===== src/rtl/xbar_l2_pkg.sv =====
// -----------------------------------------------------------------------------
// xbar_l2_pkg
//
// Purpose:
//   Shared constants and types for the one-master / two-slave L2 crossbar.
//   Holds the default bus widths, the one-hot ID that master 0 stamps on
//   every request, and the rule that picks the slave-select address bit.
//
// Contents:
//   XBAR_*                 default widths and port counts
//   MASTER0_ID_BIT         bit position of master 0 in a one-hot ID
//   MASTER0_ID             one-hot ID value of master 0 (== 1)
//   slave_sel_bit()        address bit that chooses slave 0 / slave 1
//   XBAR_SLAVE_SEL_BIT     that bit for the default memory width
//   slave_sel_e            decoded slave selection
//
// Configuration macro: none in this file (see XBAR_L2_RESP_REG_EN in the
// response mux).
// -----------------------------------------------------------------------------
package xbar_l2_pkg;

  // Default port counts and widths used as parameter defaults by the top.
  localparam int XBAR_N_MASTER       = 1;
  localparam int XBAR_N_SLAVE        = 2;
  localparam int XBAR_ID_WIDTH       = 1;
  localparam int XBAR_ADDR_WIDTH     = 32;
  localparam int XBAR_DATA_WIDTH     = 32;
  localparam int XBAR_ADDR_MEM_WIDTH = 12;

  // Master 0 owns bit 0 of the one-hot ID; responses are claimed by
  // checking that bit only.
  localparam int MASTER0_ID_BIT = 0;
  localparam int MASTER0_ID     = 1 << MASTER0_ID_BIT;

  // Each slave holds 2**addr_mem_width words, so the first address bit
  // above the word address decides which slave is targeted.
  function automatic int slave_sel_bit(input int addr_mem_width);
    return addr_mem_width;
  endfunction

  localparam int XBAR_SLAVE_SEL_BIT = slave_sel_bit(XBAR_ADDR_MEM_WIDTH);

  // Decoded value of the slave-select bit.
  typedef enum logic {
    SLAVE_0 = 1'b0,
    SLAVE_1 = 1'b1
  } slave_sel_e;

endpackage : xbar_l2_pkg


===== src/rtl/xbar_l2_resp_mux.sv =====
// -----------------------------------------------------------------------------
// xbar_l2_resp_mux
//
// Purpose:
//   Collects the two slave response channels and returns at most one of them
//   to master 0. A response is claimed only when its ID carries master 0's
//   bit. Slave 0 has fixed priority; a simultaneous slave 1 response is
//   dropped. With no claimed response the data bus reads as zero.
//
// Ports:
//   i_clk, i_rst            clock, synchronous active-high reset
//   i_valid_s, i_rdata_s,
//   i_id_s (s = 0,1)        slave response channels
//   o_valid, o_rdata        response towards master 0
//
// Configuration macro:
//   XBAR_L2_RESP_REG_EN  defined   -> outputs registered (1 cycle latency)
//                        undefined -> outputs combinational (0 latency)
//   In both builds a response present while reset is asserted is discarded.
// -----------------------------------------------------------------------------
module xbar_l2_resp_mux
  import xbar_l2_pkg::*;
#(
  parameter int DATA_WIDTH = XBAR_DATA_WIDTH,
  parameter int ID_WIDTH   = XBAR_ID_WIDTH
) (
  input  logic                  i_clk,
  input  logic                  i_rst,

  input  logic                  i_valid_0,
  input  logic [DATA_WIDTH-1:0] i_rdata_0,
  input  logic [ID_WIDTH-1:0]   i_id_0,

  input  logic                  i_valid_1,
  input  logic [DATA_WIDTH-1:0] i_rdata_1,
  input  logic [ID_WIDTH-1:0]   i_id_1,

  output logic                  o_valid,
  output logic [DATA_WIDTH-1:0] o_rdata
);

  logic                  w_hit_0;
  logic                  w_hit_1;
  logic                  w_valid;
  logic [DATA_WIDTH-1:0] w_rdata;

  // A slave response belongs to master 0 only if it is valid and the
  // returned ID has master 0's one-hot bit set.
  assign w_hit_0 = i_valid_0 && i_id_0[MASTER0_ID_BIT];
  assign w_hit_1 = i_valid_1 && i_id_1[MASTER0_ID_BIT];

  // Fixed-priority selection: slave 0 first, slave 1 only when slave 0 is
  // silent. The data bus is forced to zero when nothing is claimed so the
  // master never sees stale slave data.
  always_comb begin
    w_valid = 1'b0;
    w_rdata = '0;
    if (w_hit_0) begin
      w_valid = 1'b1;
      w_rdata = i_rdata_0;
    end else if (w_hit_1) begin
      w_valid = 1'b1;
      w_rdata = i_rdata_1;
    end
  end

`ifdef XBAR_L2_RESP_REG_EN

  logic                  r_valid;
  logic [DATA_WIDTH-1:0] r_rdata;

  // Registered response: one cycle of latency. Reset clears the register
  // and also swallows any response sampled on the same edge.
  always_ff @(posedge i_clk) begin
    if (i_rst) begin
      r_valid <= 1'b0;
      r_rdata <= '0;
    end else begin
      r_valid <= w_valid;
      r_rdata <= w_rdata;
    end
  end

  assign o_valid = r_valid;
  assign o_rdata = r_rdata;

  // Only bit MASTER0_ID_BIT of each ID takes part in the decision.
  logic w_unused_id;
  assign w_unused_id = ^{i_id_0, i_id_1};

`else

  // Combinational response: zero latency. While reset is held the response
  // is masked so nothing reaches the master during reset.
  assign o_valid = w_valid && !i_rst;
  assign o_rdata = i_rst ? '0 : w_rdata;

  // The clock has no job in the combinational build; only bit
  // MASTER0_ID_BIT of each ID takes part in the decision.
  logic w_unused_clk_id;
  assign w_unused_clk_id = ^{i_clk, i_id_0, i_id_1};

`endif

endmodule : xbar_l2_resp_mux


===== src/rtl/one_master_two_slave_xbar_l2_wrap_v.sv =====
// -----------------------------------------------------------------------------
// one_master_two_slave_xbar_l2_wrap_v
//
// Purpose:
//   Connects a single master to two word-addressed L2 slaves. Address bit
//   ADDR_MEM_WIDTH selects the slave; the low ADDR_MEM_WIDTH bits are the
//   slave word address (no byte shift). Higher address bits are ignored.
//   The request path is purely combinational: slaves are always ready, so the
//   grant mirrors the request in the same cycle. Responses are arbitrated in
//   xbar_l2_resp_mux.
//
// Ports:
//   clk                     rising-edge clock
//   rst_n                   synchronous reset, ACTIVE-HIGH despite its name
//   data_*_M_i_0            master request (req, add, wen 1=store, wdata, be)
//   data_gnt_M_o_0          grant, equal to the request
//   data_r_valid_M_o_0,
//   data_r_rdata_M_o_0      response to master
//   data_*_S_o_s (s=0,1)    slave request (req, add, wen, wdata, be, ID)
//   data_r_*_S_i_s (s=0,1)  slave response (valid, rdata, ID)
//
// Configuration macro:
//   XBAR_L2_RESP_REG_EN  registers the response path (1 cycle latency);
//                        default build is combinational (0 latency).
// -----------------------------------------------------------------------------
module one_master_two_slave_xbar_l2_wrap_v
  import xbar_l2_pkg::*;
#(
  parameter int N_MASTER       = XBAR_N_MASTER,
  parameter int N_SLAVE        = XBAR_N_SLAVE,
  parameter int ID_WIDTH       = XBAR_ID_WIDTH,
  parameter int ADDR_WIDTH     = XBAR_ADDR_WIDTH,
  parameter int DATA_WIDTH     = XBAR_DATA_WIDTH,
  parameter int BE_WIDTH       = DATA_WIDTH / 8,
  parameter int ADDR_MEM_WIDTH = XBAR_ADDR_MEM_WIDTH
) (
  input  logic                      clk,
  input  logic                      rst_n,

  // Master 0 request
  input  logic                      data_req_M_i_0,
  input  logic [ADDR_WIDTH-1:0]     data_add_M_i_0,
  input  logic                      data_wen_M_i_0,
  input  logic [DATA_WIDTH-1:0]     data_wdata_M_i_0,
  input  logic [BE_WIDTH-1:0]       data_be_M_i_0,

  // Master 0 grant / response
  output logic                      data_gnt_M_o_0,
  output logic                      data_r_valid_M_o_0,
  output logic [DATA_WIDTH-1:0]     data_r_rdata_M_o_0,

  // Slave 0 request
  output logic                      data_req_S_o_0,
  output logic [ADDR_MEM_WIDTH-1:0] data_add_S_o_0,
  output logic                      data_wen_S_o_0,
  output logic [DATA_WIDTH-1:0]     data_wdata_S_o_0,
  output logic [BE_WIDTH-1:0]       data_be_S_o_0,
  output logic [ID_WIDTH-1:0]       data_ID_S_o_0,

  // Slave 1 request
  output logic                      data_req_S_o_1,
  output logic [ADDR_MEM_WIDTH-1:0] data_add_S_o_1,
  output logic                      data_wen_S_o_1,
  output logic [DATA_WIDTH-1:0]     data_wdata_S_o_1,
  output logic [BE_WIDTH-1:0]       data_be_S_o_1,
  output logic [ID_WIDTH-1:0]       data_ID_S_o_1,

  // Slave 0 response
  input  logic                      data_r_valid_S_i_0,
  input  logic [DATA_WIDTH-1:0]     data_r_rdata_S_i_0,
  input  logic [ID_WIDTH-1:0]       data_r_ID_S_i_0,

  // Slave 1 response
  input  logic                      data_r_valid_S_i_1,
  input  logic [DATA_WIDTH-1:0]     data_r_rdata_S_i_1,
  input  logic [ID_WIDTH-1:0]       data_r_ID_S_i_1
);

  localparam int                  LP_SEL_BIT = slave_sel_bit(ADDR_MEM_WIDTH);
  localparam logic [ID_WIDTH-1:0] LP_M0_ID   = ID_WIDTH'(MASTER0_ID);

  slave_sel_e                w_sel;
  logic [ADDR_MEM_WIDTH-1:0] w_word_add;

  // Slave decode. Anything above the select bit is ignored on purpose, so
  // the two slaves alias throughout the rest of the address space.
  assign w_sel      = slave_sel_e'(data_add_M_i_0[LP_SEL_BIT]);
  assign w_word_add = data_add_M_i_0[ADDR_MEM_WIDTH-1:0];

  // Only req is steered; address, write data, byte enables and wen go to
  // both slaves and the non-selected one simply ignores them. Nothing here
  // depends on reset: the request side keeps following the master.
  assign data_req_S_o_0   = data_req_M_i_0 && (w_sel == SLAVE_0);
  assign data_add_S_o_0   = w_word_add;
  assign data_wen_S_o_0   = data_wen_M_i_0;
  assign data_wdata_S_o_0 = data_wdata_M_i_0;
  assign data_be_S_o_0    = data_be_M_i_0;
  assign data_ID_S_o_0    = LP_M0_ID;

  assign data_req_S_o_1   = data_req_M_i_0 && (w_sel == SLAVE_1);
  assign data_add_S_o_1   = w_word_add;
  assign data_wen_S_o_1   = data_wen_M_i_0;
  assign data_wdata_S_o_1 = data_wdata_M_i_0;
  assign data_be_S_o_1    = data_be_M_i_0;
  assign data_ID_S_o_1    = LP_M0_ID;

  // Slaves never stall, so every request is granted immediately.
  assign data_gnt_M_o_0 = data_req_M_i_0;

  // Response arbitration (slave 0 priority, ID filtering, optional register).
  xbar_l2_resp_mux #(
    .DATA_WIDTH (DATA_WIDTH),
    .ID_WIDTH   (ID_WIDTH)
  ) u_resp_mux (
    .i_clk     (clk),
    .i_rst     (rst_n),
    .i_valid_0 (data_r_valid_S_i_0),
    .i_rdata_0 (data_r_rdata_S_i_0),
    .i_id_0    (data_r_ID_S_i_0),
    .i_valid_1 (data_r_valid_S_i_1),
    .i_rdata_1 (data_r_rdata_S_i_1),
    .i_id_1    (data_r_ID_S_i_1),
    .o_valid   (data_r_valid_M_o_0),
    .o_rdata   (data_r_rdata_M_o_0)
  );

  // The port counts are fixed at one master and two slaves; the address
  // bits above the select bit are deliberately don't-care.
  logic w_unused_cfg;
  assign w_unused_cfg = ^{(N_MASTER == 1), (N_SLAVE == 2),
                          data_add_M_i_0[ADDR_WIDTH-1:LP_SEL_BIT+1]};

endmodule : one_master_two_slave_xbar_l2_wrap_v


===== config.mk =====
export PLATFORM = sky130hd
export DESIGN_NAME = one_master_two_slave_xbar_l2_wrap_v
export DESIGN_NICKNAME = d
export VERILOG_FILES = /design/src/rtl/xbar_l2_pkg.sv /design/src/rtl/xbar_l2_resp_mux.sv /design/src/rtl/one_master_two_slave_xbar_l2_wrap_v.sv
export SDC_FILE = /design/constraint.sdc
export NUM_CORES = 1
export LEC_CHECK = 0
export CORE_AREA = 2 2 107 109
export DETAILED_ROUTE_END_ITERATION = 10
export DIE_AREA = 0 0 109 111
export PLACE_DENSITY_LB_ADDON = 0.15
export SYNTH_ARGS = -nofsm -noshare
export SYNTH_HDL_FRONTEND = slang
export SYNTH_SLANG_ARGS = --single-unit

===== constraint.sdc =====
create_clock -name vclk -period 1.43
set_input_delay 0.286 -clock vclk [all_inputs]
set_output_delay 0.286 -clock vclk [all_outputs]
set_load 0.005 [all_outputs]

# --- Yosys cells after proc, flatten, opt, wreduce, memory -nomap -nowiden ---
# Cells that the tools add are included.
op_classes:
  n_mux: 5
  bitwise: 1
  n_reduce_logical: 6
op_table:
  columns: ["operator", "count"]
  rows:
  - ["32-bit 2-to-1 mux", 3]
  - ["1-bit logical AND", 5]
  - ["1-bit 2-to-1 mux", 2]
  - ["1-bit logical NOT", 1]
  - ["1-bit NOT", 1]
totals:
  ff_bits: 0
  in_bits: 140
  output_inout_bits: 136
  elab_cells: 12

# --- Longest topological paths before layout ---
logic_depth:
  ltp_word: 4
  mapped_depth: 4
  mapped_depth_nobuf: 2

# --- Modules after synthesis ---
# A second synthesis with hierarchy kept.
hier_totals:
  cells_unflattened: 223
  area_unflattened_um2: 1810.5
modules_own_cells:
  columns: ["mod", "instances", "cells_each", "area_each_um2", "seq_area_each_um2"]
  rows:
  - ["xbar_l2_resp_mux", 1, 119, 1032.2, 0.0]
  - ["one_master_two_slave_xbar_l2_wrap_v", 1, 104, 778.2, 0.0]

# --- Worst setup path after synthesis ---
# OpenSTA, ideal clock, no wires.
synth_path:
  path_kind: "input -> output"
  startpoint: "in data_r_valid_S_i_0"
  endpoint: "out data_r_rdata_M_o_0[10]"
  arrival_time_ns: 0.946
  t_required_ns: 1.144
  slack_ns: 0.198
  path_stages: 4
  path_buffers: 2
  path_cell_list: "buf_6 > buf_8 > a21bo_1 > a211oi_2"
synth_between:
  elab_chain_cells: 3
synth_rtl:
  columns: ["element", "line", "text"]
  rows:
  - ["from (decl)", "one_master_two_slave_xbar_l2_wrap_v.sv:69", "input logic data_r_valid_S_i_0,"]
  - ["1-bit logical AND", "xbar_l2_resp_mux.sv:49", "assign w_hit_0 = i_valid_0 && i_id_0[MASTER0_ID_BIT];"]
  - ["32-bit 2-to-1 mux", "xbar_l2_resp_mux.sv:58", "if (w_hit_0) begin"]
  - ["32-bit 2-to-1 mux", "xbar_l2_resp_mux.sv:96", "assign o_rdata = i_rst ? '0 : w_rdata;"]
  - ["to (decl)", "one_master_two_slave_xbar_l2_wrap_v.sv:50", "output logic [DATA_WIDTH-1:0] data_r_rdata_M_o_0,"]
# No other way between the ends.

# --- Final worst setup path ---
layout_path:
  startpoint: "in data_r_ID_S_i_0"
  endpoint: "out data_r_rdata_M_o_0[7]"
layout_between:
  elab_chain_cells: 3
layout_rtl:
  columns: ["element", "line", "text"]
  rows:
  - ["from (decl)", "one_master_two_slave_xbar_l2_wrap_v.sv:71", "input logic [ID_WIDTH-1:0] data_r_ID_S_i_0,"]
  - ["1-bit logical AND", "xbar_l2_resp_mux.sv:49", null]
  - ["32-bit 2-to-1 mux", "xbar_l2_resp_mux.sv:58", null]
  - ["32-bit 2-to-1 mux", "xbar_l2_resp_mux.sv:96", null]
# No other way between the ends.

==> results by group <==
Run
  – Max_cap viols: 0

Critical path
  – Critical path buffer and inverter count: 5
  – CP startpoint kind: primary input
  – Setup crit end kind: primary output
  – Arrival time worst endpoint: 1180 ps
  – Setup crit start: data_r_ID_S_i_0
  – Max stage delay on crit path: 230 ps
  – Crit Path Class: in -> out
  – CP delay by family, top: buffers and inverters
  – Crit-path max FO: 8
  – Crit path cell chain: buf_12 -> a22oi_4 -> buf_12 -> buf_12 -> buf_6 -> a211oi_2 -> buf_2
  – Most frequent cell on the critical path: buf_12
  – Slowest CP cell: a22oi_4
  – CP required: 1140 ps

Timing
  – RSZ-0062 raised after global routing: yes
  – Setup_tns: -39.8 ps
  – Fmax: 680 MHz
  – Period utilization: 1.03
  – Final Hold Fails: 0
  – Min cycle time layout: 1470 ps
  – Slew Limit Fails: 0
  – Final setup viols: 1
  – Final worst slack: -39.8 ps

Placed design
  – Buffers on Ports: 107
  – GP Congestion: 0.725
  – Detailed-placement wirelength estimate: 4250 µm
  – Pre-CTS WS: -637 ps
  – Placed cell area: 2350 µm²

Layout
  – Seq cells: 0
  – Seq. cell area: 0 µm²
  – FILL cells: 1264
  – Share of layout cells above drive strength 1: 0.442
  – Clkbuf count: 0
  – # nets final: 373
  – Area growth from synthesis to layout: 27.1%
  – Fin area: 2370 µm²
  – Final core occ: 0.214

Route
  – Final WL: 6370 µm
  – Via count: 1511
  – TritonRoute pass-1 iters: 3
  – DR WL/cell: 17.0 µm
  – Drt drc: 0
  – Routed vias/inst: 4.03
  – Initial DRC count: 45
  – ANT nets after route: 0

Run status
  – Status: complete, but fails checks
  – Failing checks: setup timing

Floorplanning
  – Die Area: 12100 µm²
  – Core Area: 11100 µm²
  – Die width: 109 µm
  – # rows: 39
  – Initial Util: 0.169
  – I/O pin count: 276
  – Die span in y: 111 µm

Logic synthesis
  – Synthesized area: 1870 µm²
  – Mean Syn Cell Area: 8.37 µm²
  – Cell variety after synth: 14
  – Synth Instances: 223
  – Seq/Total Area, Yosys: 0
  – Warnings from Yosys: 0

Pwr
  – Leak pwr: 1.12 nW
  – Max IR drop VDD: 78.8 µV
  – Power consumption: 633 µW
  – PD cells: 267 nW/µm²

CTS
  – # hold bufs at CTS: 0

GRT
  – Vias in the first global route: 1503
  – Total gr overflow: 0
  – Largest net degree at the start of global routing: 32
  – Initial antenna violation count: 1
  – Gr usage total: 0.0895
  – First-pass GRT wire length: 8580 µm

Hold path
  – Hold crit path type: in -> out
  – Hold Startpoint: data_wdata_M_i_0[18]
  – Worst Hold Endpoint: data_wdata_S_o_0[18]
  – Hold Path Cell Cnt: 0
## where the power goes
part,switching [mW],total (mW),internal (mW)
Combinational,0.267,0.633,0.366
Sequential,0,0,0
Clock,0,0.0000000935,0.0000000935
Total,0.267,0.633,0.366
## cell usage in the layout, fill, tap and decap left out, types with 2 or more instances in the layout
cell and count:
a211oi_2 32, buf_12 10, buf_6 3, buf_16 4, a21bo_2 3, buf_2 35, nand3_2 5, conb_1 2
clkbuf_16 2, buf_4 5, dlygate4sd2_1 67, a21bo_1 28, nand3_1 27
## logic make-up (layout without fill, tap and decap cells)
kind of cell           count (synthesis)  in the layout  synth area share
other                                  1              3           0.00201
AO/OA/AOI/OAI                         65             65             0.397
AND/OR/NAND/NOR                       35             35            0.0945
buffers and inverters                122            129             0.506
## Yosys cell counts
| master | number | share of area |
|---|---|---|
| buf_8 | 3 | 0.024 |
| buf_6 | 6 | 0.036 |
| conb_1 | 1 | 0.0020 |
| buf_4 | 107 | 0.43 |
| buf_2 | 5 | 0.013 |
| nor2b_1 | 1 | 0.0034 |
| nand3_1 | 32 | 0.086 |
| nor2_1 | 1 | 0.0020 |
| a22oi_4 | 1 | 0.011 |
| a21bo_1 | 28 | 0.15 |
| buf_1 | 1 | 0.0020 |
| a211oi_2 | 32 | 0.21 |
| and2_1 | 1 | 0.0034 |
| a21bo_2 | 4 | 0.021 |
## metal layers
layer  up-vias  track usage  wire, µm
met1       682       0.0956      2290
met2        85        0.165      3180
met3        43       0.0182       612
met4         0       0.0393       286
met5         -            0         0
li1        701            -         -
## stage by stage
stage          instances  hold slack [ps]
6_report             375              572
5_1_grt              375              572
4_1_cts              370              572
3_5_place_dp         364              572
3_3_place_gp         364              572
2_1_floorplan        224              602
## worst max path at each step
| stage | end | slack [ps] | cells past startpoint |
|---|---|---|---|
| 2_1_floorplan | data_r_rdata_M_o_0[10] | 200 | 4 |
| 3_3_place_gp | data_r_rdata_M_o_0[8] | -630 | 5 |
| 3_5_place_dp | data_r_rdata_M_o_0[12] | -640 | 5 |
| 4_1_cts | data_r_rdata_M_o_0[7] | -60 | 7 |
| 5_1_grt | data_r_rdata_M_o_0[7] | -90 | 7 |
| 6_report | data_r_rdata_M_o_0[7] | -40 | 7 |
## timing repair
action                     4_1_cts  5_1_grt
gates cloned                     2        3
setup endpoints to repair       36       27
pin swaps                       41       15
gates resized for setup        220        8
buffers inserted                 4        1
## layout make-up
class | count | area (µm²) | area share
Timing Repair Buffer | 129 | 1230 | 0.517
Multi-Input combinational cell | 102 | 965 | 0.407
Tap cell | 143 | 179 | 0.0754
Antenna cell | 1 | 2.50 | 0.00105
(Power assumes the default switching activity.)
==> RTL edit (same flow settings) <==
Change the package constant `XBAR_ADDR_MEM_WIDTH` from 12 to 13.
--- a/src/rtl/xbar_l2_pkg.sv
+++ b/src/rtl/xbar_l2_pkg.sv
@@ -27,3 +27,3 @@
   localparam int XBAR_DATA_WIDTH     = 32;
-  localparam int XBAR_ADDR_MEM_WIDTH = 12;
+  localparam int XBAR_ADDR_MEM_WIDTH = 13;
 
Interface: changed (resized data_add_S_o_0 and data_add_S_o_1); port bits go from 276 to 278. The function was not compared with the original's and may differ.
==> RTL edit against the original RTL <==
- final cell count decreased by 1.1%
- setup slack improved by 59 ps
- synthesized cell count increased by 0.90%
- power about the same
- worst hold slack unchanged
- synthesized area increased by 0.80%
- routed wire length decreased by 3.9%
- final area decreased by 0.58%
- critical path type unchanged
- critical endpoint is now data_r_rdata_M_o_0[4]
- largest power group unchanged
==> RTL edit: results (changes against the original RTL) <==
power_switching_share_pct: 41.7  # -0.55 points
dr.pass1.iters: 4  # +1
hold_end: "data_wdata_S_o_0[8]"
leakage_nw: 1.11  # -0.31%
power_density_mw_per_mm2: 268  # +0.54%
use_met3_pct: 1.59  # -0.24 points
crit_arrival_ps: 1130  # -50 ps
final_layout_size_suffix_gt1_share_pct: 42.5  # -1.6 points
netlist_top_cells_area: "buf_4 43%, a211oi_2 21%, a21bo_1 15%, nand3_1 8.5%, buf_6 3.6%"
status: "completed"
groute.layer.met1.usage_pct: 10.5  # +0.96 points
path_max_fanout: 7  # -1
finalSetupTns_ps: 0  # +39.8 ps
numSequentialCells: 0  # unchanged
avgRoutedWirePerCell_um: 16.5  # -2.9%
layout.cells.non_filler: 371  # -1.1%
num_antenna_cells: 0  # -1
met1Wirelength_um: 2290  # -0.17%
globalRouteMet2Util_pct: 15.9  # -0.66 points
grt_max_degree: 31  # -3.1%
hpwlAfterDp_um: 3910  # -8.1%
hp-start: "data_wdata_M_i_0[8]"
global_route_wire_length_before_repair_um: 8610  # +0.41%
compound_gate_fraction_of_synth_area_pct: 39.4  # -0.32 points
gp_congestion: 0.652  # -10%
total_placed_cells_including_tap_cells: 362  # -0.55%
met3_length_um: 610  # -0.33%
detailedRoute.firstIterationViolations: 58  # +29%
grt_antenna_before_repair: 0  # -1
via_per_inst: 3.96  # -1.6%
most_frequent_cells_after_synthesis: "109 x buf_4, 32 x a211oi_2, 32 x nand3_1, 28 x a21bo_1, 6 x buf_6"
detailedPlace.worstSlack_ps: -633  # +4.17 ps
vias_in_the_first_global_route: 1483  # -1.3%
dr_wl_met2_um: 3050  # -4.0%
dpl-instance-area_mm2: 0.00234  # -0.64%
vdd_drop_max_mv: 0.168  # +110%
RTL edit: how the worst max path moves through the flow:
stage	slack [ps]	cells past startpoint	to
2_1_floorplan	200	4	data_r_rdata_M_o_0[10]
3_3_place_gp	-640	5	data_r_rdata_M_o_0[22]
3_5_place_dp	-630	5	data_r_rdata_M_o_0[22]
4_1_cts	-40	7	data_r_rdata_M_o_0[20]
5_1_grt	-20	6	data_r_rdata_M_o_0[5]
6_report	20	6	data_r_rdata_M_o_0[4]
RTL edit: kinds of logic after synthesis:
group | Yosys count
other cells | 1
compound gates | 65
simple gates | 35
buf+inv | 124
RTL edit: cell type report:
class                      count  area (um2)  area share, %
timing repair buffer         126        1240           52.7
multi-input combinational    102         936           39.7
tap                          143         179           7.59
RTL edit: what timing repair did:
action / in CTS / in global routing
pin swaps: 43 / 7
resized for setup: 222 / 7
setup buffers: 3 / 0
cloned: 4 / 3
hold buffers: 0 / 0
endpoints found under the setup margin: 36 / 22
endpoints found under the hold margin: 0 / 0
